[config.mk]
export PLATFORM = sky130hd
export DESIGN_NAME = fifo_burst_reader
export DESIGN_NICKNAME = d
export VERILOG_FILES = /design/src/rtl/fifo_pkg.sv /design/src/rtl/fifo_burst_reader_skid.sv /design/src/rtl/fifo_burst_reader.sv
export SDC_FILE = /design/constraint.sdc
export NUM_CORES = 1
export LEC_CHECK = 0
export CORE_MARGIN = 2
export CORE_UTILIZATION = 24
export DETAILED_ROUTE_END_ITERATION = 10
export PLACE_DENSITY = 0.48
export SYNTH_ARGS = -nofsm -noshare
export SYNTH_HDL_FRONTEND = slang
export SYNTH_SLANG_ARGS = --single-unit
[constraint.sdc]
create_clock -name clk -period 2.05 [get_ports clk]
set_input_delay 0.205 -clock clk [delete_from_list [all_inputs] [get_ports clk]]
set_output_delay 0.205 -clock clk [all_outputs]
set_load 0.02 [all_outputs]
[src/rtl/fifo_pkg.sv]
// fifo_pkg: shared types and sizing helpers for the FIFO read-side blocks.
package fifo_pkg;
    typedef enum logic [1:0] {IDLE, BURST, DRAIN} burst_state_t;

    function automatic int lw_of(input int max_burst);
        return $clog2(max_burst + 1);
    endfunction
endpackage

[src/rtl/fifo_burst_reader_skid.sv]
// skid_buffer: 2-entry registered valid/ready stage; in_ready comes from a flop so
// no combinational path exists from out_ready back to the producer.
module skid_buffer #(
    parameter int WIDTH = 9
) (
    input  logic             clk,
    input  logic             rst_n,
    input  logic             in_valid,
    output logic             in_ready,
    input  logic [WIDTH-1:0] in_data,
    output logic             out_valid,
    input  logic             out_ready,
    output logic [WIDTH-1:0] out_data
);
    logic             buf_valid;
    logic [WIDTH-1:0] buf_data;
    logic             push;

    assign in_ready = !buf_valid;
    assign push     = in_valid && in_ready;

    // The second entry only fills when the head is stalled, so occupancy < 2 == !buf_valid.
    always_ff @(posedge clk or negedge rst_n) begin
        if (!rst_n) begin
            out_valid <= 1'b0;
            out_data  <= '0;
            buf_valid <= 1'b0;
            buf_data  <= '0;
        end else if (!out_valid || out_ready) begin
            if (buf_valid) begin
                out_valid <= 1'b1;
                out_data  <= buf_data;
                buf_valid <= 1'b0;
            end else begin
                out_valid <= push;
                if (push) out_data <= in_data;
            end
        end else if (push) begin
            buf_valid <= 1'b1;
            buf_data  <= in_data;
        end
    end
endmodule

[src/rtl/fifo_burst_reader.sv]
// fifo_burst_reader: pops host-requested bursts from a show-ahead FIFO and streams
// them out through a skid stage with an end-of-burst marker.
module fifo_burst_reader
    import fifo_pkg::*;
#(
    parameter int WIDTH     = 8,
    parameter int MAX_BURST = 16,
    localparam int LW       = lw_of(MAX_BURST)
) (
    input  logic             clk,
    input  logic             rst_n,
    input  logic             cmd_valid,
    output logic             cmd_ready,
    input  logic [LW-1:0]    cmd_len,
    input  logic [WIDTH-1:0] fifo_data,
    input  logic             fifo_valid,
    output logic             fifo_ren,
    output logic             out_valid,
    input  logic             out_ready,
    output logic [WIDTH-1:0] out_data,
    output logic             out_last,
    output logic             busy
);
    burst_state_t  state;
    logic [LW-1:0] remaining;
    logic          skid_in_ready;

    assign fifo_ren  = (state == BURST) && fifo_valid && skid_in_ready;
    assign cmd_ready = (state == IDLE);
    assign busy      = (state != IDLE);

    always_ff @(posedge clk or negedge rst_n) begin
        if (!rst_n) begin
            state     <= IDLE;
            remaining <= '0;
        end else begin
            case (state)
                IDLE:
                    if (cmd_valid && cmd_len != '0) begin
                        remaining <= cmd_len;
                        state     <= BURST;
                    end
                BURST:
                    if (fifo_ren) begin
                        remaining <= remaining - 1'b1;
                        if (remaining == LW'(1)) state <= DRAIN;
                    end
                // The last beat is the final word pushed, so its handshake empties the skid.
                DRAIN:
                    if (!out_valid || (out_ready && out_last)) state <= IDLE;
                default: state <= IDLE;
            endcase
        end
    end

    skid_buffer #(.WIDTH(WIDTH + 1)) u_skid (
        .clk      (clk),
        .rst_n    (rst_n),
        .in_valid (fifo_ren),
        .in_ready (skid_in_ready),
        .in_data  ({fifo_data, remaining == LW'(1)}),
        .out_valid(out_valid),
        .out_ready(out_ready),
        .out_data ({out_data, out_last})
    );
endmodule

==> results of run 1 <==
==> registers in the layout, summed over array words and instances, names as in the netlist <==
register,flops
u_skid.out_data,9
u_skid.buf_valid,1
state,2
remaining,5
u_skid.out_valid,1
u_skid.buf_data,9
==> stage by stage <==
| stage | worst slack, ps | util [%] | setup TNS (ps) | hold WS [ps] | cell area [um^2] |
|---|---|---|---|---|---|
| 5_1_grt | 182 | 33.9 | 0 | 356 | 1740 |
| 6_report | 314 | 33.9 | 0 | 303 | 1740 |
| 2_1_floorplan | 497 | - | 0 | -90.6 | 1280 |
| 3_3_place_gp | 63.9 | 32.9 | 0 | 469 | 1690 |
| 3_5_place_dp | -6.63 | 32.9 | -23.1 | 477 | 1690 |
| 4_1_cts | 42.1 | 33.9 | 0 | 310 | 1740 |
==> cell usage after synthesis, drive strengths merged <==
cell,number
nand3b,1
a32o,1
nor3b,2
a211o,2
mux2i,10
or3,1
nor4b,1
a21oi,3
a311oi,1
mux2,9
inv,3
buf,3
ha,2
nand3,1
or4,1
nor3,1
o21ai,14
nand2,16
nand4,1
clkbuf,1
nand2b,1
nor4bb,1
and3b,1
o21a,1
or2,1
nor2,6
o2bb2ai,1
dfrtp,27
o221ai,1
nor2b,2
==> kinds of logic (layout without fill, tap and decap cells) <==
family | after synthesis | count (layout) | share of synthesized area [%]
and+or+nand+nor | 37 | 37 | 15.4
DFF | 27 | 27 | 52.7
AOI/OAI and AO/OA | 24 | 24 | 12.0
muxes | 19 | 19 | 15.7
buffers and inverters | 7 | 42 | 2.24
adders and majority gates | 2 | 2 | 1.95
==> path summary, 6_finish.rpt <==
check / endpoint / slack, ps
min: u_skid.out_data[4]$_DFFE_PN0P_ / 300
max reg2reg: u_skid.buf_data[2]$_DFFE_PN0P_ / 310
max: u_skid.buf_data[2]$_DFFE_PN0P_ / 310
min in group clk: u_skid.out_data[2]$_DFFE_PN0P_ / 490
max in group asynchronous: u_skid.out_data[3]$_DFFE_PN0P_ / 1490
min reg2reg: u_skid.out_data[2]$_DFFE_PN0P_ / 490
==> where the power goes <==
group / internal [uW] / switching (uW) / total, uW
Sequential: 749 / 141 / 890
Combinational: 443 / 402 / 845
Clock: 139 / 162 / 301
==> routing by layer <==
layer	wire (um)	vias to the layer above	track usage [%]
li1	-	481	-
met1	1290	437	11.5
met2	1240	25	16.1
met3	161	2	3.76
met4	13	0	1.07
met5	0	-	0
==> area by class of cell <==
type	instances	area share, %
inverter	3	0.646
multi-input combinational	82	33.5
clock buffer	4	2.58
tap	70	5.02
sequential	27	38.7
timing repair buffer	35	19.5
==> results.txt, run 1 <==
status: completed
Seq/Total Area, Yosys: 52.7%
Crit path largest cell delay: 470 ps
Worst-path clk slew: 90 ps
clk sink count: 27
Netlist Area Pre-Place: 1280 um^2
Seq cells post-synth: 27
PortBufs: 30
max-slew violations: 0
Fillers: 550
CP top delay family: simple AND/OR/NAND/NOR gates
area grow syn2layout: 36.0%
CTS H-tree lvls: 1
largest cells by area after synthesis: dfrtp_1 (53%), mux2_2 (7.9%), mux2i_1 (7.8%)
hpwl dp: 2.00 mm
Final Hold Viols: 0
CTS tree: built
CP max FO: 9
Core ar.: 5140 um^2
slowest CP cell: dfrtp_1
largest area contributor in the netlist: dfrtp_1
relative slew slack: 62.7%
Setup Buffers After CTS: 0
clock root buffer: clkbuf_8
I/O Pins: 31
min Tclk post-route: 1740 ps
wire per inst: 12.2 um
# diodes: 0
CP Launch Point: state[1]$_DFFE_PN0P_
drc violations: 0
PostCTS Resize Cnt: 1
commonest non-fill, non-tap cells in the layout: clkdlybuf4s50_1 (29), dfrtp_1 (27), nand2_1 (16)
Yosys cell types: 32
die height: 77.1 um
critical path class: reg -> reg
Final ANT Viol Nets: 0
Initial Util: 25.0%
final net count: 172
num rows: 26
Longest Clk Path Bufs: 2
Placed Cells: 217
first-pass iteration count of the detailed router: 4
fin crit share: 84.7%
vias in the first global route: 1008
Syn Area/Cell: 11.1 um^2
critical path depth: 4
Inserted Clock Buffers: 3
Fmax: 576 MHz
RSZ-0062 raised after global routing: no
largest net degree at the start of global routing: 28
final WL: 2.71 mm
cts hold-fix bufs: 0
first-pass GRT wire length: 4.59 mm
vias: 945
Synth top area share: 52.7%
Die W: 77.1 um
worst slew pin tran: 551 ps
routability cong.: 0.822
Setup Viol. Count Final: 0
syn nets: 136
Clk Latency, worst-skew pair: 270 ps
reg2reg path depth: 4
Global Route Usage Sum: 9.37%
static leakage: 0.000727 uW
PwrDens: 1170 nW/um^2
Worst setup SP type: flip-flop
area of the multi-input gates: 584 um^2
Worst Path Arrival: 1890 ps
max cap viols: 0
grt total ovfl: 0
Worst R2R Start: state[1]$_DFFE_PN0P_
layout cell share with drive strength beyond 1: 14.6%
Fin Clk Skew: 1.93 ps
Worst Hold Class: in -> async
DRT iter0 DRCs: 49
warnings from Yosys: 0
required time of the critical path: 2210 ps
nature of the critical path endpoint: flip-flop
most common cell after layout, fill and taps aside: clkdlybuf4s50_1
worst-path cell chain: nor4bb_2, buf_4, nand3b_2, mux2_2
Mapped Cells: 116
DR vias/cell: 4.28
register area: 676 um^2
Total Power: 2040 uW
initial antenna violation count: 0
VDD IR max: 0.753 mV
worst path bufs/invs: 1
die area: 5940 um^2
post-route insts no fill: 221
No activity file was read; power rests on OpenSTA's default activity.
==> inputs of run 2 (changes only) <==
clock period = 1.7 ns   (was 2.05 ns; I/O delays follow)
==> results.txt, run 2 (synthesis gave the netlist of run 1 again) <==
status: completed (unchanged)
grt total ovfl: 0 (unchanged)
drc violations: 0 (unchanged)
Longest Clk Path Bufs: 2 (unchanged)
max-slew violations: 0 (unchanged)
max cap viols: 0 (unchanged)
required time of the critical path: 1530 ps (was 2210 ps)
num rows: 26 (unchanged)
worst slew pin tran: 349 ps (was 551 ps)
fin crit share: 92.7%
CP top delay family: buffers and inverters (was simple AND/OR/NAND/NOR gates)
worst path bufs/invs: 2 (was 1)
Setup Buffers After CTS: 0 (unchanged)
Initial Util: 25.0% (unchanged)
PwrDens: 1380 nW/um^2 (was 1170 nW/um^2)
first-pass iteration count of the detailed router: 4 (unchanged)
Global Route Usage Sum: 9.99% (was 9.37%)
Clk Latency, worst-skew pair: 270 ps (about the same)
Final Hold Viols: 0 (unchanged)
biggest regs: u_skid.buf_data x9, u_skid.out_data x9, remaining x5 (unchanged)
nature of the critical path endpoint: output port (was flip-flop)
initial antenna violation count: 0 (unchanged)
final worst slack: 124 ps (was 314 ps)
area grow syn2layout: 39.9% (was 36.0%)
Die W: 77.1 um (unchanged)
slowest CP cell: dfrtp_1 (unchanged)
DR vias/cell: 4.38 (was 4.28)
Inserted Clock Buffers: 3 (unchanged)
min Tclk post-route: 1580 ps
vias: 995 (was 945)
worst-path cell chain: nor4bb_2, buf_4, clkdlybuf4s15_1 (was nor4bb_2, buf_4, nand3b_2, mux2_2)
# diodes: 0 (unchanged)
Fmax: 635 MHz
wire per inst: 12.1 um (was 12.2 um)
static leakage: 0.000758 uW (was 0.000727 uW)
Final ANT Viol Nets: 0 (unchanged)
Worst Hold Class: in -> async (unchanged)
die area: 5940 um^2 (unchanged)
Worst Path Arrival: 1410 ps (was 1890 ps)
Crit path largest cell delay: 410 ps (was 470 ps)
I/O Pins: 31 (unchanged)
Setup Viol. Count Final: 0 (unchanged)
clock root buffer: clkbuf_8 (unchanged)
CP max FO: 2 (was 9)
routability cong.: 0.807 (was 0.822)
final WL: 2.75 mm (was 2.71 mm)
CTS tree: built (unchanged)
setup_tns: 0 ps (unchanged)
VDD IR max: 0.573 mV (was 0.753 mV)
CTS H-tree lvls: 1 (unchanged)
critical path class: reg -> out (was reg -> reg)
Fin Clk Skew: 3.21 ps (was 1.93 ps)
DRT iter0 DRCs: 57 (was 49)
clk sink count: 27 (unchanged)
RSZ-0062 raised after global routing: no (unchanged)
first-pass GRT wire length: 4.89 mm (was 4.59 mm)
hpwl dp: 2.05 mm (was 2.00 mm)
dpl ws: -258 ps (was -6.63 ps)
vias in the first global route: 1058 (was 1008)
PortBufs: 30 (unchanged)
commonest non-fill, non-tap cells in the layout: clkdlybuf4s50_1 (27), dfrtp_1 (27), nand2_1 (16) (was clkdlybuf4s50_1 (29), dfrtp_1 (27), nand2_1 (16))
Core ar.: 5140 um^2 (unchanged)
Worst-path clk slew: 100 ps (was 90 ps)
final net count: 178 (was 172)
largest net degree at the start of global routing: 28 (unchanged)
layout cell share with drive strength beyond 1: 18.5% (was 14.6%)
die height: 77.1 um (unchanged)
relative slew slack: 76.7% (was 62.7%)
Worst setup SP type: flip-flop (unchanged)
Fillers: 553 (was 550)
## run 2: cell types whose count changed in the layout (fill, tap and decap cells not counted)
cell             before  now
buf_4                 5   11
clkbuf_1              1    0
clkdlybuf4s15_1       0    1
clkdlybuf4s50_1      29   27
clkinv_2              0    1
dlygate4sd2_1         0    2
dlymetal6s2s_1        1    0
nand3b_2              1    0
nand3b_4              0    1
## run 2: worst paths after layout
check,from,to,slack (ps),depth (start not counted)
max reg2reg,u_skid.buf_valid$_DFFE_PN0P_,u_skid.buf_data[6]$_DFFE_PN0P_,140,5
max,u_skid.buf_valid$_DFFE_PN0P_,fifo_ren,120,3
max in group asynchronous,rst_n,state[1]$_DFFE_PN0P_,1180,2
min,rst_n,u_skid.out_data[4]$_DFFE_PN0P_,260,2
min reg2reg,u_skid.out_data[3]$_DFFE_PN0P_,u_skid.out_data[3]$_DFFE_PN0P_,500,2
min in group clk,u_skid.out_data[3]$_DFFE_PN0P_,u_skid.out_data[3]$_DFFE_PN0P_,500,2
## run 2: repair_timing
action                                  CTS  global route
hold endpoints to repair                  0             0
hold buffers                              0             0
endpoints found under the setup margin    3            10
gates resized for setup                   3             3
## run 2: metrics by stage
| stage | total power, uW | instances | area [um^2] | hold WS, ps | util (%) |
|---|---|---|---|---|---|
| finish | 2470 | 227 | 1790 | 262 | 34.9 |
| global route | 2660 | 227 | 1790 | 297 | 34.9 |
| CTS | 2500 | 227 | 1780 | 280 | 34.6 |
| detailed placement | 2130 | 223 | 1740 | 474 | 33.8 |
| global placement | 2120 | 223 | 1740 | 468 | 33.8 |
| floorplan | 1680 | 116 | 1280 | -126 | - |
## run 2: final cells by class
cell class / count / area [um^2] / area share, %
sequential: 27 / 676 / 37.7
multi-input combinational: 82 / 593 / 33.1
timing repair buffer: 41 / 380 / 21.2
tap: 70 / 87.6 / 4.88
clock buffer: 3 / 41.3 / 2.30
inverter: 3 / 11.3 / 0.628
clock inverter: 1 / 5.00 / 0.279
## run 2: worst register-to-register path: cells and delay by family (launching register included)
family                 cells  cell delay, ps
AND/OR/NAND/NOR            2             440
flip-flops                 1             410
multiplexers               1             310
buffers and inverters      2             300
## run 2: routing by layer
| layer | vias up | part of all wire (%) | track usage, % |
|---|---|---|---|
| met4 | 0 | 0.66 | 2.68 |
| li1 | 490 | - | - |
| met1 | 478 | 49 | 12.5 |
| met3 | 2 | 4.6 | 2.47 |
| met2 | 25 | 45 | 17.1 |
| met5 | - | 0 | 0 |
## run 2: power breakdown
group | leakage [uW] | switching, uW | internal (uW)
Clock | 0.0000255 | 201 | 164
Sequential | 0.000322 | 175 | 903
Combinational | 0.000411 | 491 | 541
Total | 0.000758 | 866 | 1610
